$ cat src/rtl/vx_sb_arbiter.sv
// Purpose : scoreboard-gated round-robin arbiter; NUM_REQS warps share one registered issue slot.
// Latency : 1 cycle from accept (req_valid_i & req_ready_o) to out_valid_o.
// Backpressure: out_ready_i low with out_valid_o high holds the output and blocks all grants.
//
// Ports:
//   clk_i, reset_ni           single clock, synchronous active-low reset
//   req_*_i / req_ready_o     per-requester request, payload, wb flag, rd/rs1/rs2/rs3 indices; one-hot accept
//   wb_valid_i/wb_wid_i/wb_rd_i  writeback release of busy[wid][rd]
//   out_valid_o/out_data_o/out_wid_o/out_ready_i  registered issue output
//   perf_stalls_o             stall-cycle counter, present only with VX_SB_ARBITER_PERF_EN defined
module vx_sb_arbiter #(
    parameter int NUM_REQS = 4,
    parameter int DATAW    = 64,
    parameter int NR_BITS  = 6,
    localparam int WIDW    = (NUM_REQS > 1) ? $clog2(NUM_REQS) : 1,
    localparam int NREGS   = 1 << NR_BITS
) (
    input  logic                         clk_i,
    input  logic                         reset_ni,
    input  logic [NUM_REQS-1:0]          req_valid_i,
    input  logic [NUM_REQS*DATAW-1:0]    req_data_i,
    input  logic [NUM_REQS-1:0]          req_wb_i,
    input  logic [NUM_REQS*NR_BITS-1:0]  req_rd_i,
    input  logic [NUM_REQS*NR_BITS-1:0]  req_rs1_i,
    input  logic [NUM_REQS*NR_BITS-1:0]  req_rs2_i,
    input  logic [NUM_REQS*NR_BITS-1:0]  req_rs3_i,
    output logic [NUM_REQS-1:0]          req_ready_o,
    input  logic                         wb_valid_i,
    input  logic [WIDW-1:0]              wb_wid_i,
    input  logic [NR_BITS-1:0]           wb_rd_i,
    output logic                         out_valid_o,
    output logic [DATAW-1:0]             out_data_o,
    output logic [WIDW-1:0]              out_wid_o,
    input  logic                         out_ready_i
`ifdef VX_SB_ARBITER_PERF_EN
    ,
    output logic [31:0]                  perf_stalls_o
`endif
);

    logic [NUM_REQS-1:0][NREGS-1:0] busy_q, busy_d;
    logic [WIDW-1:0]                rr_ptr_q, rr_ptr_d;
    logic                           out_valid_q, out_valid_d;
    logic [DATAW-1:0]               out_data_q, out_data_d;
    logic [WIDW-1:0]                out_wid_q, out_wid_d;

    logic [NUM_REQS-1:0] req_elig;
    logic                can_accept;
    logic                gnt_found;
    logic                gnt_vld;
    logic [WIDW-1:0]     gnt_idx;
    logic [NR_BITS-1:0]  gnt_rd;

    // Eligibility looks only at registered busy bits: a writeback this cycle does not bypass.
    always_comb begin
        for (int i = 0; i < NUM_REQS; i++) begin
            req_elig[i] = req_valid_i[i]
                && !busy_q[i][req_rs1_i[i*NR_BITS +: NR_BITS]]
                && !busy_q[i][req_rs2_i[i*NR_BITS +: NR_BITS]]
                && !busy_q[i][req_rs3_i[i*NR_BITS +: NR_BITS]]
                && (!req_wb_i[i] || !busy_q[i][req_rd_i[i*NR_BITS +: NR_BITS]]);
        end
    end

    assign can_accept = !out_valid_q || out_ready_i;

    // Round-robin scan starting just after the last granted requester.
    always_comb begin
        gnt_found = 1'b0;
        gnt_idx   = '0;
        for (int k = 1; k <= NUM_REQS; k++) begin
            if (!gnt_found && req_elig[(int'(rr_ptr_q) + k) % NUM_REQS]) begin
                gnt_found = 1'b1;
                gnt_idx   = WIDW'((int'(rr_ptr_q) + k) % NUM_REQS);
            end
        end
    end

    // Gating with reset keeps req_ready_o low while the state is being cleared.
    assign gnt_vld = reset_ni && can_accept && gnt_found;
    assign gnt_rd  = req_rd_i[int'(gnt_idx)*NR_BITS +: NR_BITS];

    always_comb begin
        req_ready_o = '0;
        if (gnt_vld) begin
            req_ready_o[gnt_idx] = 1'b1;
        end
    end

    // Clear is applied before set so a same-cycle set of the same bit wins.
    // Register 0 is never marked, so it never reads busy.
    always_comb begin
        busy_d = busy_q;
        if (wb_valid_i && (int'(wb_wid_i) < NUM_REQS)) begin
            busy_d[wb_wid_i][wb_rd_i] = 1'b0;
        end
        if (gnt_vld && req_wb_i[gnt_idx] && (gnt_rd != '0)) begin
            busy_d[gnt_idx][gnt_rd] = 1'b1;
        end
    end

    always_comb begin
        out_valid_d = out_valid_q;
        out_data_d  = out_data_q;
        out_wid_d   = out_wid_q;
        rr_ptr_d    = rr_ptr_q;
        if (can_accept) begin
            out_valid_d = gnt_vld;
            if (gnt_vld) begin
                out_data_d = req_data_i[int'(gnt_idx)*DATAW +: DATAW];
                out_wid_d  = gnt_idx;
                rr_ptr_d   = gnt_idx;
            end
        end
    end

    always_ff @(posedge clk_i) begin
        if (!reset_ni) begin
            busy_q      <= '0;
            rr_ptr_q    <= WIDW'(NUM_REQS - 1);
            out_valid_q <= 1'b0;
            out_data_q  <= '0;
            out_wid_q   <= '0;
        end else begin
            busy_q      <= busy_d;
            rr_ptr_q    <= rr_ptr_d;
            out_valid_q <= out_valid_d;
            out_data_q  <= out_data_d;
            out_wid_q   <= out_wid_d;
        end
    end

    assign out_valid_o = out_valid_q;
    assign out_data_o  = out_data_q;
    assign out_wid_o   = out_wid_q;

`ifdef VX_SB_ARBITER_PERF_EN
    logic [31:0] perf_stalls_q;

    // Counts cycles where someone is asking but nobody is granted; wraps naturally.
    always_ff @(posedge clk_i) begin
        if (!reset_ni) begin
            perf_stalls_q <= '0;
        end else if ((|req_valid_i) && !gnt_vld) begin
            perf_stalls_q <= perf_stalls_q + 32'd1;
        end
    end

    assign perf_stalls_o = perf_stalls_q;
`endif

endmodule
$ cat config.mk
export PLATFORM = sky130hd
export DESIGN_NAME = vx_sb_arbiter
export DESIGN_NICKNAME = d
export VERILOG_FILES = /design/src/rtl/vx_sb_arbiter.sv
export SDC_FILE = /design/constraint.sdc
export NUM_CORES = 1
export LEC_CHECK = 0
export CORE_MARGIN = 1
export CORE_UTILIZATION = 35
export DETAILED_ROUTE_END_ITERATION = 16
export GPL_TIMING_DRIVEN = 0
export PLACE_DENSITY = 0.65
export SLEW_MARGIN = 20
export SYNTH_ARGS = -nofsm -noshare
export SYNTH_HDL_FRONTEND = slang
export SYNTH_SLANG_ARGS = --single-unit
$ cat constraint.sdc
create_clock -name clk_i -period 6.4 [get_ports clk_i]
set_input_delay 1.28 -clock clk_i [delete_from_list [all_inputs] [get_ports clk_i]]
set_output_delay 1.28 -clock clk_i [all_outputs]
set_load 0.005 [all_outputs]
Word level (Yosys, flattened, before mapping)
Cells that the tools add are included.

word-level totals
  logic and storage cells = 179
  bits in latches = 0
  RAM bits = 0
  output and inout port bits = 71
  ROM bits = 0
  flip-flop bits (word level) = 325
  memories kept = 0

operators by class
  multiplexer cells = 67
  shift operators = 2
  div/mod/pow operators = 0
  $lt $le $gt $ge = 28
  reduce and logical (&&, ||, !) cells = 62
  equal/unequal tests = 0
  multiply operators = 1
  bitwise logic cells = 7
  add/sub/neg operators = 4

operator list
  cell                                                                    number
  256-bit 2-to-1 mux                                                      2
  256-bit bitwise AND                                                     1
  64-bit demux with 2-bit select                                          2
  256-bit NOT                                                             1
  256-bit bitwise OR                                                      1
  256-bit by 9-bit indexed part select with 64-bit output                 1
  64-bit 2-to-1 mux                                                       2
  6-bit by 7-bit < comparator with 1-bit output (second input constant)   18
  1-bit binary-select mux with 6-bit select                               16
  1-bit 2-to-1 mux                                                        32
  1-bit logical AND                                                       27
  1-bit zero test                                                         24
  24-bit by 6-bit indexed part select with 6-bit output                   1
  3-bit by 4-bit < comparator with 1-bit output (second input constant)   4
  1-bit demux with 6-bit select                                           2
  6-bit by 1-bit >= comparator with 1-bit output (second input constant)  2
  1-bit binary-select mux with 2-bit select                               5
  2-bit 2-to-1 mux                                                        4
  2-bit OR reduction                                                      4
  2-bit by 3-bit < comparator with 1-bit output (second input constant)   2
  6-bit nonzero test                                                      1
  1-bit logical OR                                                        5
  2-bit by 1-bit adder with 2-bit output (second input constant)          2
  2-bit adder (second input constant)                                     2
  other kinds (6)                                                         10

Longest topological paths before layout
  depth in word-level cells = 30
  gate-level depth with buffers = 18
  depth with buffers taken out = 11

Worst setup path before layout
OpenSTA, ideal clock, no wires.

  path type = input to output
  from = in req_rs3_i[0]
  to = out req_ready_o[2]
  arrival = 4.751 ns
  setup slack = 0.369 ns
  stages on the path = 13
  path buffers = 5
  path through = clkbuf_1 clkbuf_1 mux4_2 mux4_2 nor2_1 nor3_1 nor4_1 o211ai_1 a22oi_2 buf_6 buf_2 clkbuf_1 and3_1

between the ends
  longest elaborated chain between the ends = 23

ends and longest elaborated chain
  what                                                                                                                                   RTL line  RTL
  start: declaration                                                                                                                     26        input logic [NUM_REQS*NR_BITS-1:0] req_rs3_i,
  1-bit binary-select mux with 6-bit select *                                                                                            60        && !busy_q[i][req_rs3_i[i*NR_BITS +: NR_BITS]]
  1-bit 2-to-1 mux (not written as such) *                                                                                               60
  1-bit zero test *                                                                                                                      60
  1-bit logical AND *                                                                                                                    60
  1-bit logical AND *                                                                                                                    61        && (!req_wb_i[i] || !busy_q[i][req_rd_i[i*NR_BITS +: NR_BITS]]);
  1-bit binary-select mux with 2-bit select                                                                                              72        if (!gnt_found && req_elig[(int'(rr_ptr_q) + k) % NUM_REQS]) begin
  1-bit 2-to-1 mux (not written as such) (2 in a row)                                                                                    72
  1-bit 2-to-1 mux                                                                                                                       72
  (+6 left out)                                                                                                                          --
  1-bit zero test                                                                                                                        72
  1-bit logical AND                                                                                                                      72
  2-bit 2-to-1 mux                                                                                                                       72
  2-bit by 3-bit < comparator with 1-bit output (not written as such) or 2-bit by 1-bit >= comparator with 1-bit output (tied branches)  86        req_ready_o[gnt_idx] = 1'b1;
  1-bit logical AND (not written as such)                                                                                                86
  1-bit 2-to-1 mux (not written as such)                                                                                                 86
  1-bit demux with 2-bit select                                                                                                          86
  4-bit 2-to-1 mux *                                                                                                                     85        if (gnt_vld) begin
  end: declaration                                                                                                                       27        output logic [NUM_REQS-1:0] req_ready_o,

Every way passes the cells marked *; elsewhere a longest branch is shown, timed or not. The select of a mux whose other input is x is not followed.

Worst setup path after layout
  from = in req_rd_i[19]
  to = out req_ready_o[2]

between the ends
  longest elaborated chain between the ends = 23

ends and longest elaborated chain
  what                                                                                                                                   RTL line  RTL
  start: declaration                                                                                                                     23        input logic [NUM_REQS*NR_BITS-1:0] req_rd_i,
  1-bit binary-select mux with 6-bit select *                                                                                            61
  1-bit 2-to-1 mux (not written as such) *                                                                                               61
  1-bit zero test *                                                                                                                      61
  1-bit logical OR *                                                                                                                     61
  1-bit logical AND *                                                                                                                    61
  1-bit binary-select mux with 2-bit select                                                                                              72
  1-bit 2-to-1 mux (not written as such) (2 in a row)                                                                                    72
  1-bit 2-to-1 mux                                                                                                                       72
  (+6 left out)                                                                                                                          --
  1-bit zero test                                                                                                                        72
  1-bit logical AND                                                                                                                      72
  2-bit 2-to-1 mux                                                                                                                       72
  2-bit by 3-bit < comparator with 1-bit output (not written as such) or 2-bit by 1-bit >= comparator with 1-bit output (tied branches)  86
  1-bit logical AND (not written as such)                                                                                                86
  1-bit 2-to-1 mux (not written as such)                                                                                                 86
  1-bit demux with 2-bit select                                                                                                          86
  4-bit 2-to-1 mux *                                                                                                                     85

Marks and branches as above.

==> reports/metrics.cfg <==
[outcome]
status=completed

[routing]
totalWireLength_um=125000
drc_errors=0
firstDrtPassIters=8
route.antenna.remaining_nets=0
avgRoutedWirePerCell_um=34.4
dr_total_vias=24200
vias_per_cell=6.67
drt_iter0_markers=3450

[power_and_ir_drop]
pwr-share-clk_pct=35.3
sw_frac_of_total_pct=32.1
total_power_uw=6420
comb_power_share_pct=30.3
peak_supply_drop_v=0.000146
p_seq_share_pct=34.4
power_per_cell_area_nw_per_um2=212
power.switching_uw=2060
p_leak_uw=0.0103
p_int_uw=4360

[yosys]
synth_nets=2633
synth_top_flop_cell=sky130_fd_sc_hd__dfxtp_1
synth_top_cell_by_area=sky130_fd_sc_hd__dfxtp_1
synth-edff-count=0
yosys.area.top_type_share_pct=27.9
postSynthCellCount=2261
synth.area.top_cells=sky130_fd_sc_hd__dfxtp_1 28%, sky130_fd_sc_hd__mux4_2 24%, sky130_fd_sc_hd__mux2i_1 12%
sequential_share_of_the_synthesized_area_pct=27.9
postSynth.asyncResetShare_pct=0
number_of_unique_standard_cell_types_used_by_synthesis=73
syn-cell-area_um2=23300
synth.top_cells.by_count=325 x sky130_fd_sc_hd__dfxtp_1, 280 x sky130_fd_sc_hd__mux2i_1, 250 x sky130_fd_sc_hd__mux4_2, 231 x sky130_fd_sc_hd__o211ai_1, 199 x sky130_fd_sc_hd__nand2_1
synth_register_bits=325
avgSynthCellArea_um2=10.3
yosys_warns=0
yosysMostFrequentCell=sky130_fd_sc_hd__dfxtp_1

[clock_tree]
tritoncts=yes
htreeDepth=2
postCtsHoldBufs=0
cts.path.max_buffers=3
cts_buffers=39
clk_pin_slew_worst_paths_ns=0.06
cts_num_sinks=325
cts_root_buffer=sky130_fd_sc_hd__clkbuf_16
clock_latency_ns=0.58

[timing]
fmaxAchievable_ghz=0.159
timing.final.crit_share_pct=98.5
final-setup-viol-count=0
setup_repair_after_global_routing_missed_its_margin=no
count_of_pins_over_their_slew_limit=0
time_the_worst_path_needs_with_i_o_delays_and_setup_ns=6.30
finClkSkew_ns=0.0325
timing_hold_violations_final=0
worst-slew-pin-transition_ns=1.15
relSlewSlack_pct=22.5

[floorplanning]
starting_utilization_of_the_core_area_pct=35.5
dieHeight_um=260
coreArea_um2=65900
std_cell_rows=94
die_area_um2=67800
design.portCount=443
die_x_um=260

[global_route]
wire_length_of_the_first_global_routing_pass_um=174000
grt_antenna_before_repair=41
grt-busiest-layer=met2
gr-total-overflow=0
global_route.usage.met3_pct=11.6
via_count_of_the_first_global_routing_pass=23400
grtUsageTotal_pct=36.1
largest_net_degree_at_the_start_of_global_routing=19
met1_track_usage_gr_pct=41.4
grt_util_met2_pct=57.5

[placement]
dpl.hpwl_um=97200
place.detailed.instances=3519
place.port_buffers=394
gp_routability_congestion=1.04

[layout]
nNetsFinal=3081
fin_cells=3632
proportion_of_layout_cells_with_a_drive_suffix_above_1_pct=20.8
fillCellCount=6187
area_growth_pct=30.1

[worst_setup_path]
worst_ep_arrival_time_ns=5.02
critPathKind=in2out
worst-endpoint-required_ns=5.12
critical_path.startpoint_type=primary input
cp-end-kind=output port
crit_fanout=10

[job]
maxCapViolCount=0

[worst_hold_path]
holdCritPathClass=reg2reg

==> what timing repair did <==
| action | 4_1_cts | 5_1_grt |
|---|---|---|
| endpoints found under the setup margin | 309 | 4 |
| cloned | 0 | 1 |
| buffers inserted | 14 | 0 |
| resized for setup | 171 | 49 |
| pin swaps | 14 | 6 |
==> critical path, cell delays in order <==
cell and delay (ns):
sky130_fd_sc_hd__clkbuf_2 0.23, sky130_fd_sc_hd__clkbuf_2 0.37, sky130_fd_sc_hd__mux4_2 0.37, sky130_fd_sc_hd__mux2i_2 0.24
sky130_fd_sc_hd__o32ai_1 0.15, sky130_fd_sc_hd__a2111oi_1 0.37, sky130_fd_sc_hd__nand4_1 0.13, sky130_fd_sc_hd__buf_4 0.19
sky130_fd_sc_hd__or3_4 0.39, sky130_fd_sc_hd__o211ai_1 0.14, sky130_fd_sc_hd__a22oi_2 0.13, sky130_fd_sc_hd__buf_12 0.16
sky130_fd_sc_hd__buf_4 0.16, sky130_fd_sc_hd__clkbuf_4 0.21, sky130_fd_sc_hd__and3_1 0.17, sky130_fd_sc_hd__dlygate4sd2_1 0.30
==> cell families (layout without fill, tap and decap cells) <==
logic type	count (synthesis)	after routing	synth area share, %
buffers and inverters	257	730	4.73
multiplexers	608	608	40.0
AND/OR/NAND/NOR	457	457	10.1
other	0	34	0
AO/OA/AOI/OAI	614	614	17.3
flip-flops	325	325	27.9
==> cell type report <==
cell class,count,area (µm²),area share (%)
multi-input cells,1679,15900,52.5
flip-flops and latches,325,6510,21.4
repair buffers,409,4070,13.4
plain buffers,230,1340,4.41
well taps,864,1080,3.56
clock buffers,50,1070,3.51
clock inverters,16,188,0.618
inverters,25,95.1,0.313
diodes,34,85.1,0.280
==> stage by stage <==
step	area [µm²]	util, %	hold WS (ns)	worst slack [ns]	TNS, ns
global placement	28400	43.1	0.443	-2.26	-259.85
global route	30300	46.1	0.469	0.0147	0
CTS	30200	45.8	0.461	0.00858	0
finish	30400	46.1	0.460	0.0983	0
detailed placement	28400	43.1	0.447	-2.28	-261.21
floorplan	23300	-	0.439	0.369	0
==> path summary, 6_finish.rpt <==
path | cells after the start | slack, ns | endpoint | from
worst max-delay path | 16 | 0.1 | req_ready_o[2] | req_rd_i[19]
worst max register to register | 14 | 1.17 | busy_q[149]$_SDFF_PN0_ | busy_q[96]$_SDFF_PN0_
worst min register to register | 2 | 0.46 | out_data_o[17]$_SDFFE_PN0P_ | out_data_o[17]$_SDFFE_PN0P_
worst min-delay path | 2 | 0.46 | out_data_o[17]$_SDFFE_PN0P_ | out_data_o[17]$_SDFFE_PN0P_
==> sequential cells by signal, indices dropped and copies added (netlist names) <==
name / count
out_data_o: 64
rr_ptr_q: 2
out_wid_o: 2
busy_q: 256
out_valid_o: 1
==> power groups by stage <==
stage	clock network, µW	registers [µW]	logic, µW
CTS	2270	2210	1910
global placement	0	2240	1820
floorplan	0	2240	973
finish	2270	2210	1950
global route	2340	2220	2030
detailed placement	0	2240	1830
==> cell usage in the layout, fill, tap and decap left out, types with 10 or more instances in the layout <==
cell                              netlist  final
sky130_fd_sc_hd__clkdlybuf4s50_1        0    381
sky130_fd_sc_hd__dfxtp_1              325    325
sky130_fd_sc_hd__mux2i_1              280    276
sky130_fd_sc_hd__mux4_2               250    250
sky130_fd_sc_hd__o211ai_1             231    231
sky130_fd_sc_hd__nand2_1              199    199
sky130_fd_sc_hd__o21ai_0              186    184
sky130_fd_sc_hd__clkbuf_1             140    102
sky130_fd_sc_hd__mux2_2                76     76
sky130_fd_sc_hd__o21ai_1               60     62
sky130_fd_sc_hd__nor2b_1               43     41
sky130_fd_sc_hd__nor2_1                42     40
sky130_fd_sc_hd__nand3_1               40     40
sky130_fd_sc_hd__clkbuf_16              0     40
sky130_fd_sc_hd__a22oi_1               40     39
sky130_fd_sc_hd__buf_2                 51     36
sky130_fd_sc_hd__diode_2                0     34
sky130_fd_sc_hd__buf_4                 13     33
sky130_fd_sc_hd__clkbuf_2               4     24
sky130_fd_sc_hd__inv_1                 23     23
sky130_fd_sc_hd__clkbuf_4               0     19
sky130_fd_sc_hd__nand4_1               19     19
sky130_fd_sc_hd__a21oi_1               18     17
sky130_fd_sc_hd__buf_6                  3     12
sky130_fd_sc_hd__buf_1                 21     12
sky130_fd_sc_hd__nor3_1                13     11
sky130_fd_sc_hd__nor3b_1               11     11
sky130_fd_sc_hd__nand4b_1              11     11
sky130_fd_sc_hd__nand3b_1              10     10
==> layer usage <==
layer / vias to the layer above / routed length, µm
li1: 9929 / -
met1: 12000 / 42500
met2: 1898 / 57500
met3: 418 / 15300
met4: 14 / 9720
met5: - / 95
(Power assumes the default switching activity.)
